### src/rtl/sisc_pkg.sv
// Shared SISC definitions: datapath widths and the fetch sequencer state encoding.
package sisc_pkg;

    localparam int ADDR_W  = 16;
    localparam int INSTR_W = 32;
    localparam int ENTRY_W = ADDR_W + INSTR_W;

    typedef enum logic [1:0] {
        IDLE   = 2'd0,
        FETCH  = 2'd1,
        HALTED = 2'd2
    } fetch_state_e;

endpackage

### src/rtl/fetch_fifo.sv
// Prefetch queue: DEPTH-entry synchronous FIFO with flush, occupancy count
// and a combinational head read at the read pointer.
module fetch_fifo #(
    parameter  int DEPTH = 4,
    parameter  int WIDTH = 48,
    localparam int PW    = $clog2(DEPTH),
    localparam int CW    = PW + 1
) (
    input  logic             clk,
    input  logic             rst_f,
    input  logic             push_i,
    input  logic             pop_i,
    input  logic             flush_i,
    input  logic [WIDTH-1:0] wdata_i,
    output logic [WIDTH-1:0] head_o,
    output logic             valid_o,
    output logic             full_o,
    output logic [CW-1:0]    count_o
);

    logic [WIDTH-1:0] mem_q [DEPTH];
    logic [PW-1:0]    rd_ptr_q, rd_ptr_d;
    logic [PW-1:0]    wr_ptr_q, wr_ptr_d;
    logic [CW-1:0]    count_q, count_d;
    logic             push_eff, pop_eff;

    assign valid_o  = (count_q != '0);
    assign full_o   = (count_q == CW'(DEPTH));
    assign pop_eff  = pop_i && valid_o;
    // A push into a full queue is only legal when the head leaves the same cycle.
    assign push_eff = push_i && (!full_o || pop_eff);
    assign head_o   = mem_q[rd_ptr_q];
    assign count_o  = count_q;

    // Pointer and occupancy next-state; flush overrides everything.
    always_comb begin
        rd_ptr_d = rd_ptr_q;
        wr_ptr_d = wr_ptr_q;
        count_d  = count_q;
        if (flush_i) begin
            rd_ptr_d = '0;
            wr_ptr_d = '0;
            count_d  = '0;
        end else begin
            if (push_eff) wr_ptr_d = wr_ptr_q + PW'(1);
            if (pop_eff)  rd_ptr_d = rd_ptr_q + PW'(1);
            if (push_eff && !pop_eff)      count_d = count_q + CW'(1);
            else if (pop_eff && !push_eff) count_d = count_q - CW'(1);
        end
    end

    // Pointer/count registers.
    always_ff @(posedge clk or negedge rst_f) begin
        if (!rst_f) begin
            rd_ptr_q <= '0;
            wr_ptr_q <= '0;
            count_q  <= '0;
        end else begin
            rd_ptr_q <= rd_ptr_d;
            wr_ptr_q <= wr_ptr_d;
            count_q  <= count_d;
        end
    end

    // Entry storage; cleared on reset so the head reads zero until first fill.
    always_ff @(posedge clk or negedge rst_f) begin
        if (!rst_f) begin
            for (int i = 0; i < DEPTH; i++) mem_q[i] <= '0;
        end else if (push_eff && !flush_i) begin
            mem_q[wr_ptr_q] <= wdata_i;
        end
    end

endmodule

### src/rtl/fetch_ctrl.sv
// Instruction-fetch sequencer: owns the fetch PC, drives the IM address,
// queues {pc, instr} pairs and hands the head to decode. Handles redirect
// (flush + refetch), fetch pause and permanent halt.
module fetch_ctrl
    import sisc_pkg::*;
#(
    parameter int                DEPTH    = 4,
    parameter logic [ADDR_W-1:0] RESET_PC = 16'h0000
) (
    input  logic                     clk,
    input  logic                     rst_f,
    input  logic                     fetch_en,
    output logic [ADDR_W-1:0]        im_addr,
    input  logic [INSTR_W-1:0]       im_data,
    output logic                     instr_valid,
    input  logic                     instr_ready,
    output logic [INSTR_W-1:0]       instr_data,
    output logic [ADDR_W-1:0]        instr_pc,
    input  logic                     redirect_en,
    input  logic [ADDR_W-1:0]        redirect_addr,
    input  logic                     halt_req,
    output logic                     halted,
    output logic [$clog2(DEPTH):0]   fq_count
);

    fetch_state_e      state_q, state_d;
    logic [ADDR_W-1:0] pc_q, pc_d;
    logic              push, pop, flush, full;
    logic [ENTRY_W-1:0] head;

    assign pop   = instr_valid && instr_ready;
    // Halt beats redirect; HALTED ignores redirects entirely.
    assign flush = redirect_en && !halt_req && (state_q != HALTED);
    // fetch_en gates the push directly so a mid-stream pause takes effect
    // in the same cycle rather than one cycle later via the state change.
    assign push  = (state_q == FETCH) && fetch_en && !redirect_en && !halt_req
                   && (!full || pop);

    assign im_addr    = pc_q;
    assign instr_pc   = head[ENTRY_W-1:INSTR_W];
    assign instr_data = head[INSTR_W-1:0];
    assign halted     = (state_q == HALTED);

    // Next state and next fetch PC.
    always_comb begin
        state_d = state_q;
        pc_d    = pc_q;
        case (state_q)
            IDLE:    if (fetch_en)  state_d = FETCH;
            FETCH:   if (!fetch_en) state_d = IDLE;
            HALTED:  state_d = HALTED;
            default: state_d = IDLE;
        endcase
        if (halt_req && state_q != HALTED) state_d = HALTED;
        if (flush)     pc_d = redirect_addr;
        else if (push) pc_d = pc_q + ADDR_W'(1);
    end

    // State and PC registers.
    always_ff @(posedge clk or negedge rst_f) begin
        if (!rst_f) begin
            state_q <= IDLE;
            pc_q    <= RESET_PC;
        end else begin
            state_q <= state_d;
            pc_q    <= pc_d;
        end
    end

    fetch_fifo #(
        .DEPTH (DEPTH),
        .WIDTH (ENTRY_W)
    ) u_fifo (
        .clk     (clk),
        .rst_f   (rst_f),
        .push_i  (push),
        .pop_i   (pop),
        .flush_i (flush),
        .wdata_i ({pc_q, im_data}),
        .head_o  (head),
        .valid_o (instr_valid),
        .full_o  (full),
        .count_o (fq_count)
    );

endmodule

### config.mk
export PLATFORM = sky130hd
export DESIGN_NAME = fetch_ctrl
export DESIGN_NICKNAME = d
export VERILOG_FILES = /design/src/rtl/sisc_pkg.sv /design/src/rtl/fetch_fifo.sv /design/src/rtl/fetch_ctrl.sv
export SDC_FILE = /design/constraint.sdc
export NUM_CORES = 1
export LEC_CHECK = 0
export ABC_AREA = 1
export BUFFER_PORTS_ARGS = -buffer_cell sky130_fd_sc_hd__buf_2
export CELL_PAD_IN_SITES_DETAIL_PLACEMENT = 1
export CELL_PAD_IN_SITES_GLOBAL_PLACEMENT = 1
export CORE_MARGIN = 2
export CORE_UTILIZATION = 35
export CTS_BUF_LIST = sky130_fd_sc_hd__clkbuf_4
export CTS_CLUSTER_SIZE = 28
export DETAILED_ROUTE_END_ITERATION = 10
export PLACE_DENSITY_LB_ADDON = 0.1
export SYNTH_ARGS = -nofsm -noshare
export SYNTH_HDL_FRONTEND = slang
export SYNTH_HIERARCHICAL = 1
export SYNTH_SLANG_ARGS = --single-unit
export TNS_END_PERCENT = 10
### constraint.sdc
create_clock -name clk -period 2.47 [get_ports clk]
set_input_delay 0.494 -clock clk [delete_from_list [all_inputs] [get_ports clk]]
set_output_delay 0.494 -clock clk [all_outputs]
set_load 0.05 [all_outputs]
==> results.py <==
metrics = {
    "run_status": {
        "outcome": "finished with violations",
        "violations": "setup timing",
    },
    "worst_hold_path": {
        "hold_class": "in2reg",
    },
    "sta": {
        "setup_viol": 30,
        "finalCritPeriodShare_pct": 102,
        "drv_slew": 0,
        "slew_headroom_pct": 64.8,
        "fin_crit_ns": 2.52,
        "fmax_mhz": 396,
        "hold_violations": 0,
        "fin_skew_ns": 0.0399,
        "timing.hold.ws_ns": 0.0618,
        "finalWorstSetupSlack_ns": -0.0532,
        "rsz0062_at_grt": "yes",
        "tightest_slew_ns": 0.527,
    },
    "logic_synthesis": {
        "synth-seq-cells": 217,
        "synthesis.nets": 1418,
        "syn_inst": 1358,
        "synth_cell_types": 31,
        "synth_seq_area_share_pct": 52.3,
        "post_synth.cell_area_avg_sq_um": 7.65,
        "yosys_warnings": 6,
        "syn_area_sq_mm": 0.0104,
    },
    "placement": {
        "gp_congestion": 0.754,
        "place_ws_ns": 0.180,
        "port_buffers": 122,
        "hpwlAfterDp_um": 20300,
        "placed_area_sq_mm": 0.0115,
    },
    "grt": {
        "grt_use_total_pct": 23.2,
        "grt_pass1_vias": 10221,
        "gr-total-overflow": 0,
        "grt_pass1_wl_um": 56600,
        "grt_max_degree": 55,
        "antenna_found_initial": 1,
    },
    "finish": {
        "fillers": 3627,
        "area_growth_pct": 29.8,
        "final_area_sq_mm": 0.0135,
        "regArea_sq_mm": 0.00544,
        "multi_input_area_sq_mm": 0.00469,
        "drive_above_1_share_pct": 24.2,
        "finalNetCount": 1596,
    },
    "run": {
        "drv_cap": 0,
    },
    "route": {
        "vias_per_cell": 5.00,
        "ant_nets": 0,
        "num_vias": 9788,
        "dr.pass1.iters": 4,
        "drc": 0,
        "routedWlPerCell_um": 19.5,
        "wl_um": 38100,
        "drt-initial-drc-count": 570,
    },
    "cts": {
        "cts.clk_slew.worst_paths_ns": 0.06,
        "clock_sinks": 217,
        "cts_max_path_buffers": 3,
        "h-tree-depth": 3,
        "cts-root-buf": "clkbuf_4",
        "cts_tree": "yes",
        "cts-buffers-inserted": 68,
        "worst_skew_pair.late_latency_ns": 0.67,
    },
    "floorplan": {
        "die_area_sq_mm": 0.0311,
        "row_count": 63,
        "start_util_pct": 35.3,
        "dieHeight_um": 176,
        "die_width_um": 176,
        "ios": 123,
        "core_sq_mm": 0.0294,
    },
    "worst_setup_path": {
        "critPathKind": "reg2out",
        "end_kind": "output pin",
        "required_ns": 1.98,
        "crit_fanout": 5,
        "cp-start-kind": "register",
        "crit_arrival_ns": 2.03,
    },
    "pwr": {
        "ir_drop_uv": 481,
        "leakagePower_nw": 7.28,
        "p_per_area_mw_per_mm2": 1160,
    },
}
## final timing paths
kind	startpoint	to	slack, ns	cells past startpoint
setup / recovery	u_fifo/rd_ptr_q[1]$_DFFE_PN0P_	instr_data[2]	-0.05	5
max in group asynchronous	rst_f	u_fifo/mem_q[175]$_DFFE_PN0P_	1.39	3
min in group asynchronous	rst_f	u_fifo/mem_q[57]$_DFFE_PN0P_	0.37	2
hold / removal	halt_req	state_q[0]$_DFFE_PN0P_	0.06	2
hold reg to reg	u_fifo/mem_q[179]$_DFFE_PN0P_	u_fifo/mem_q[179]$_DFFE_PN0P_	0.47	2
setup reg to reg	u_fifo/count_o[0]$_DFFE_PN0P_	u_fifo/count_o[2]$_DFFE_PN0P_	0.25	13
## cells by family after synthesis
kind of cell / Yosys count / synth area share (%)
buffers and inverters: 120 / 6.05
xor gates and xnor gates: 4 / 0.337
and+or+nand+nor: 845 / 31.9
DFF: 217 / 52.3
AOI/OAI and AO/OA: 166 / 8.62
adders and majority gates: 6 / 0.795
## what timing repair did
action	4_1_cts	5_1_grt
buffers inserted	2	7
gates cloned	5	16
endpoints found under the hold margin	50	0
hold buffers	1	0
pin swaps	15	33
setup endpoints to repair	48	48
resized for setup	121	114
## metal layers
metal  GRT usage, %  wire length, um  part of all wire, %
met5              0                0                    0
met4           7.85              874                  2.3
met3           3.88             1330                  3.5
met2           39.2            18500                   48
met1           30.2            17400                   46
## cells in the mapped netlist
library cell / count / area [sq um]
a21oi_1: 9 / 45.0
buf_2: 22 / 110
buf_4: 18 / 135
buf_6: 11 / 124
clkbuf_1: 26 / 97.6
clkinv_1: 1 / 3.75
dfrtp_1: 217 / 5430
fa_1: 1 / 20.0
ha_1: 5 / 62.6
inv_1: 37 / 139
inv_2: 5 / 18.8
nand2_1: 672 / 2520
nand2_2: 2 / 12.5
nand3_1: 26 / 130
nand3_2: 1 / 10.0
nand3_4: 1 / 17.5
nand3b_1: 1 / 7.51
nand4_1: 3 / 18.8
nor2_1: 124 / 465
nor2_2: 1 / 6.26
nor2_4: 5 / 56.3
nor3_1: 3 / 15.0
nor3_4: 1 / 16.3
nor3b_2: 1 / 12.5
o211ai_1: 1 / 7.51
o21ai_0: 104 / 521
o21ai_1: 3 / 15.0
o21bai_1: 1 / 7.51
o22ai_1: 48 / 300
or2_2: 4 / 25.0
xor2_1: 4 / 35.0
## where the power goes
group	leakage (nW)	switching, mW	internal [mW]
Combinational	3.82	5.25	3.10
Sequential	2.99	0.257	3.67
Clock	0.470	1.57	1.83
Total	7.28	7.08	8.60
## final cells by class
cell class	count	area share (%)
Multi-Input combinational cell	1021	34.8
Clock inverter	6	0.362
Inverter	43	1.33
Tap cell	390	3.62
Sequential cell	217	40.3
Antenna cell	1	0.0186
Clock buffer	95	5.29
Timing Repair Buffer	185	14.3
## metrics by stage
step,instances,total power [mW],setup TNS (ns),util [%]
after CTS,1934,14.3,-3.36,43.4
after global routing,1958,16.4,-4.42,45.9
after detailed placement,1825,9.63,0,39.0
final,1958,15.7,-0.582,45.9
after global placement,1825,9.61,0,39.0
after floorplan,1358,7.89,0,-
## state kept, by name, summed over array words and instances (netlist names)
name             flops
state_q              2
u_fifo/rd_ptr_q      2
u_fifo/count_o       3
im_addr             16
u_fifo/mem_q       192
u_fifo/wr_ptr_q      2
## cells in the final DEF, fill, tap and decap left out, types with 14 or more instances in the layout
cell | netlist | final
buf_12 | 0 | 21
buf_2 | 22 | 73
buf_4 | 18 | 43
buf_6 | 11 | 27
clkbuf_16 | 0 | 14
clkbuf_4 | 0 | 95
dfrtp_1 | 217 | 212
inv_1 | 37 | 36
nand2_1 | 672 | 671
nand3_1 | 26 | 25
nor2_1 | 124 | 114
o21ai_0 | 104 | 43
o21ai_1 | 3 | 39
o21ai_2 | 0 | 23
o22ai_1 | 48 | 18
o22ai_2 | 0 | 29
## critical path: stages, from the launching register on
cell	delay, ns
dfrtp_4	0.55
buf_6	0.15
clkbuf_16	0.15
o21ai_0	0.10
o22ai_2	0.21
buf_6	0.19
Note: power is estimated with default switching activity, not from simulation.
